$ cat config.mk
export PLATFORM = sky130hd
export DESIGN_NAME = mp_add_sequencer
export DESIGN_NICKNAME = d
export VERILOG_FILES = /design/src/rtl/mp_add_pkg.sv /design/src/rtl/mp_add_out_reg.sv /design/src/rtl/mp_add_sequencer.sv
export SDC_FILE = /design/constraint.sdc
export NUM_CORES = 1
export LEC_CHECK = 0
export ABC_AREA = 1
export CAP_MARGIN = 20
export CORE_ASPECT_RATIO = 0.9
export CORE_MARGIN = 2
export CORE_UTILIZATION = 35
export CTS_BUF_LIST = sky130_fd_sc_hd__clkbuf_16
export CTS_CLUSTER_SIZE = 30
export DETAILED_ROUTE_END_ITERATION = 8
export GPL_ROUTABILITY_DRIVEN = 0
export PLACE_DENSITY = 0.87
export SYNTH_ARGS = -nofsm -noshare
export SYNTH_HDL_FRONTEND = slang
export SYNTH_SLANG_ARGS = --single-unit
$ cat constraint.sdc
create_clock -name clk -period 3.07 [get_ports clk]
set_input_delay 0.307 -clock clk [delete_from_list [all_inputs] [get_ports clk]]
set_output_delay 0.307 -clock clk [all_outputs]
set_load 0.005 [all_outputs]
$ cat src/rtl/mp_add_pkg.sv
// Shared types for the multi-precision add sequencer: limb width default,
// sequencer FSM states and the registered result record.
package mp_add_pkg;

    localparam int LIMB_W_DEF = 16;

    typedef enum logic {
        IDLE = 1'b0,
        BUSY = 1'b1
    } state_t;

    typedef struct packed {
        logic [LIMB_W_DEF-1:0] sum;
        logic                  last;
        logic                  cout;
    } result_t;

endpackage

$ cat src/rtl/mp_add_out_reg.sv
// One-entry output holding register for result limbs. It accepts a new
// limb whenever it is empty or being popped in the same cycle, so a
// continuously ready consumer sees one limb per cycle with no bubbles.
module mp_add_out_reg
    import mp_add_pkg::*;
(
    input  logic    clk,
    input  logic    rst,
    input  logic    load,
    input  result_t d,
    input  logic    out_ready,
    output logic    out_valid,
    output result_t q,
    output logic    in_ready
);

    // Room for a new limb when empty or when the held one leaves this cycle.
    assign in_ready = !out_valid | out_ready;

    // Load on upstream fire, otherwise drop valid on pop; data held until replaced.
    always_ff @(posedge clk or posedge rst) begin
        if (rst) begin
            out_valid <= 1'b0;
            q         <= '0;
        end else if (load) begin
            out_valid <= 1'b1;
            q         <= d;
        end else if (out_ready) begin
            out_valid <= 1'b0;
        end
    end

endmodule

$ cat src/rtl/mp_add_sequencer.sv
// Streams multi-precision operands (LSB limb first) through an external
// combinational ripple adder, chaining the carry between limbs and
// presenting registered result limbs on a valid/ready stream.
// Optional build macro MP_ADD_SEQ_SUB_MODE_EN adds in_sub for A-B operations
// (operand B inverted, carry-in 1 on the first limb; out_cout=1 means no borrow).
module mp_add_sequencer
    import mp_add_pkg::*;
#(
    parameter int LIMB_W    = LIMB_W_DEF,
    parameter int NUM_LIMBS = 4
) (
    input  logic              clk,
    input  logic              rst,
    input  logic              in_valid,
    output logic              in_ready,
    input  logic [LIMB_W-1:0] in_a,
    input  logic [LIMB_W-1:0] in_b,
    input  logic              in_first,
    input  logic              in_last,
`ifdef MP_ADD_SEQ_SUB_MODE_EN
    input  logic              in_sub,
`endif
    output logic [LIMB_W-1:0] add_a,
    output logic [LIMB_W-1:0] add_b,
    output logic              add_cin,
    input  logic [LIMB_W-1:0] add_sum,
    input  logic              add_cout,
    output logic              out_valid,
    input  logic              out_ready,
    output logic [LIMB_W-1:0] out_sum,
    output logic              out_last,
    output logic              out_cout,
    output logic              err
);

    localparam int               CNT_W = $clog2(NUM_LIMBS) + 1;
    localparam logic [CNT_W-1:0] LIMIT = CNT_W'(NUM_LIMBS);

    state_t           state, state_nxt;
    logic [CNT_W-1:0] count_p0, count_nxt;
    logic             carry_p0;
    logic             err_p0, err_nxt;
    logic             fire, treat_first, is_last, sub_eff;
    result_t          res_d, res_q;

    assign fire  = in_valid & in_ready;
    assign add_a = in_a;

`ifdef MP_ADD_SEQ_SUB_MODE_EN
    logic sub_p0;

    // Operation mode is captured with the limb that starts an operation.
    always_ff @(posedge clk or posedge rst) begin
        if (rst) begin
            sub_p0 <= 1'b0;
        end else if (fire & treat_first) begin
            sub_p0 <= in_sub;
        end
    end

    assign sub_eff = treat_first ? in_sub : sub_p0;
`else
    assign sub_eff = 1'b0;
`endif

    // State register.
    always_ff @(posedge clk or posedge rst) begin
        if (rst) begin
            state <= IDLE;
        end else begin
            state <= state_nxt;
        end
    end

    // Next state: any accepted limb either closes the operation or keeps it open.
    always_comb begin
        state_nxt = state;
        if (fire) begin
            state_nxt = is_last ? IDLE : BUSY;
        end
    end

    // Adder drive, limb classification and protocol-error detection.
    always_comb begin
        treat_first = (state == IDLE) | in_first;
        count_nxt   = treat_first ? CNT_W'(1) : count_p0 + CNT_W'(1);
        is_last     = in_last | (count_nxt == LIMIT);
        add_b       = sub_eff ? ~in_b : in_b;
        add_cin     = treat_first ? sub_eff : carry_p0;
        err_nxt     = fire & (((state == IDLE) & !in_first) |
                              ((state == BUSY) & in_first)  |
                              ((count_nxt == LIMIT) & !in_last));
        res_d.sum   = add_sum;
        res_d.last  = is_last;
        res_d.cout  = is_last & add_cout;
    end

    // Carry chain, limb count and registered error pulse.
    always_ff @(posedge clk or posedge rst) begin
        if (rst) begin
            carry_p0 <= 1'b0;
            count_p0 <= '0;
            err_p0   <= 1'b0;
        end else begin
            err_p0 <= err_nxt;
            if (fire) begin
                if (is_last) begin
                    carry_p0 <= 1'b0;
                    count_p0 <= '0;
                end else begin
                    carry_p0 <= add_cout;
                    count_p0 <= count_nxt;
                end
            end
        end
    end

    mp_add_out_reg u_out_reg (
        .clk       (clk),
        .rst       (rst),
        .load      (fire),
        .d         (res_d),
        .out_ready (out_ready),
        .out_valid (out_valid),
        .q         (res_q),
        .in_ready  (in_ready)
    );

    assign out_sum  = res_q.sum;
    assign out_last = res_q.last;
    assign out_cout = res_q.cout;
    assign err      = err_p0;

endmodule

==> flow_metrics.py <==
metrics = {
    "floorplanning": {
        "die-area_sq_um": 4240,
        "chipHeight_um": 62.0,
        "core_area_sq_um": 3650,
        "top_level_ports": 109,
        "initial_core_util_pct": 35.8,
        "rows": 21,
        "die_w_um": 68.4,
    },
    "worst_setup_path": {
        "cp.arrival_ps": 1580,
        "start_kind": "primary input",
        "required_ps": 2760,
        "cp_max_fo": 4,
        "crit_path_end_kind": "output pin",
        "crit_type": "in -> out",
    },
    "yosys": {
        "synthMuxAreaShare_pct": 0,
        "synthArstFlopShare_pct": 100,
        "synth_top_area_cell": "dfrtp_1",
        "synth.area.top_cells": "dfrtp_1 48%, nand2_1 19%, buf_4 18%",
        "syn-cell-area_sq_um": 1310,
        "synth-simple-area-share_pct": 23.1,
        "synth.top_cells.by_count": "65 x nand2_1, 32 x buf_4, 25 x dfrtp_1",
        "syn_inst": 153,
        "synth.distinct_cells": 16,
        "synthMostInstantiatedCell": "nand2_1",
        "syn_avg_cell_area_sq_um": 8.54,
        "yosys.area_share.xor_xnor_pct": 0,
        "synth_top_family_by_area": "buffers and inverters",
        "ys_ff_latch": 25,
        "syn-num-nets": 210,
        "ys.flop_type": "dfrtp_1",
        "synth_adder_area_share_pct": 1.92,
        "seq_area_frac_synth_pct": 47.9,
        "synth_top_area_share_pct": 47.9,
        "synth_edf_count": 0,
        "yosys_warnings": 0,
        "synth-compound-area-share_pct": 2.59,
    },
    "sta": {
        "fin_crit_sh_pct": 61.6,
        "slew_headroom_pct": 38.8,
        "hold_violations": 0,
        "finalMaxSlewViolations": 0,
        "setup_viol_count_final": 0,
        "clock_skew_ps": 1.19,
        "finalSetupTns_ps": 0,
        "fmax_ghz": 0.529,
        "worst_slack_ps": 1180,
        "fin_crit_ps": 1890,
        "rsz0062_at_grt": "no",
        "worst_slew_pin_slew_ps": 917,
    },
    "drt": {
        "viasPerCell": 4.19,
        "wl_met1_mm": 1.09,
        "drt-pass1-iter-count": 4,
        "routed_wl_mm": 2.42,
        "initialDrtViolationCount": 15,
        "wl_per_cell_um": 11.5,
        "topRoutingLayerUsed": "met4",
        "drc_errors": 0,
        "route.vias.total": 880,
        "antenna_left": 0,
        "wl_met2_mm": 1.13,
        "met3WireLength_um": 177,
    },
    "finish": {
        "area_growth_pct": 21.9,
        "fin_nets": 222,
        "stdcell_area_sq_um": 1590,
        "drive_gt1_share_pct": 6.10,
        "stdcell_count": 210,
        "diodes": 0,
    },
    "worst_hold_path": {
        "hold_class": "reg -> reg",
    },
    "placement": {
        "dp_slack_ps": 1120,
        "dp_hpwl_mm": 1.86,
        "io_buffers": 44,
        "place_inst": 206,
        "placed_area_sq_um": 1510,
    },
    "grt": {
        "grt-ovfl-total": 0,
        "grt_max_degree": 30,
        "grt_pass1_vias": 879,
        "antenna_found_initial": 0,
        "grt_pass1_wl_mm": 3.91,
        "grtUsageTotal_pct": 12.4,
    },
    "power": {
        "powerDensity_nw_per_um2": 536,
        "p_leak_nw": 0.794,
        "finalPower_mw": 0.854,
        "irDropWorstVdd_mv": 0.288,
    },
    "cts": {
        "clkLatencyLatePin_ps": 250,
        "root_buffer": "clkbuf_16",
        "cts_resized": 0,
        "clockBufferDepth": 2,
        "cts_setup_buffers": 0,
        "cts.sinks": 25,
        "numCtsBuffers": 3,
        "ctsHoldBuffers": 0,
        "cts_tree": "done",
        "cts-htree-levels": 1,
        "clk_pin_slew_ps": 60,
    },
    "outcome": {
        "status": "finished clean",
    },
    "run": {
        "drv_cap": 0,
    },
}
==> cell type report <==
cell class	instances	area [sq um]
multi-input combinational	83	360
inverter	8	30.0
clock inverter	1	3.75
tap	46	57.6
timing repair buffer	44	440
fill	373	2060
sequential	25	626
clock buffer	3	75.1
==> worst max-delay path, stage by stage <==
cell and delay, ps:
clkdlybuf4s50_1 400, inv_1 60, ha_1 220, nand2_1 70, inv_1 50, clkdlybuf4s50_1 480
==> per-layer routing <==
layer / vias up / track usage (%)
met5: - / 0
met4: 0 / 6.29
met3: 6 / 4.50
met2: 27 / 19.1
met1: 395 / 15.5
li1: 452 / -
==> metrics by stage <==
step	hold slack (ps)	util [%]
final	476	43.6
after global routing	485	43.6
after CTS	481	43.6
after detailed placement	467	41.5
after global placement	460	41.5
after floorplan	334	-
==> cell families after synthesis <==
family / Yosys count
adders and majority gates: 2
and+or+nand+nor: 75
AOI/OAI and AO/OA: 6
buffers and inverters: 45
DFF: 25
==> state kept, by name (all words and copies together) (netlist names) <==
register / cells
count_p0: 3
u_out_reg.out_valid: 1
state: 1
carry_p0: 1
err: 1
u_out_reg.q: 18
==> report_power, final <==
group	switching, mW	internal [mW]
Clock	0.101	0.174
Combinational	0.0743	0.109
Sequential	0.0246	0.371
==> worst paths after layout <==
| kind | start | endpoint | slack [ps] | depth (start not counted) |
|---|---|---|---|---|
| setup / recovery | in_first | add_cin | 1180 | 6 |
| hold / removal | u_out_reg.q[13] | u_out_reg.q[13] | 480 | 2 |
| setup reg to reg | u_out_reg.out_valid | count_p0[2] | 1520 | 5 |
| hold reg to reg | u_out_reg.q[13] | u_out_reg.q[13] | 480 | 2 |
| max in group asynchronous | rst | carry_p0 | 1950 | 2 |
| min in group asynchronous | rst | u_out_reg.q[15] | 560 | 2 |
==> layout by cell type, fill, tap and decap left out <==
cell type,n
nand2_1,65
clkdlybuf4s50_1,44
dfrtp_1,25
inv_1,7
nand3_1,4
o21ai_0,3
clkbuf_16,3
inv_2,2
nand2_2,2
nor2_1,2
o21ai_1,2
ha_1,2
nand2_4,1
nor2_2,1
a21oi_2,1
(Power assumes the default switching activity.)
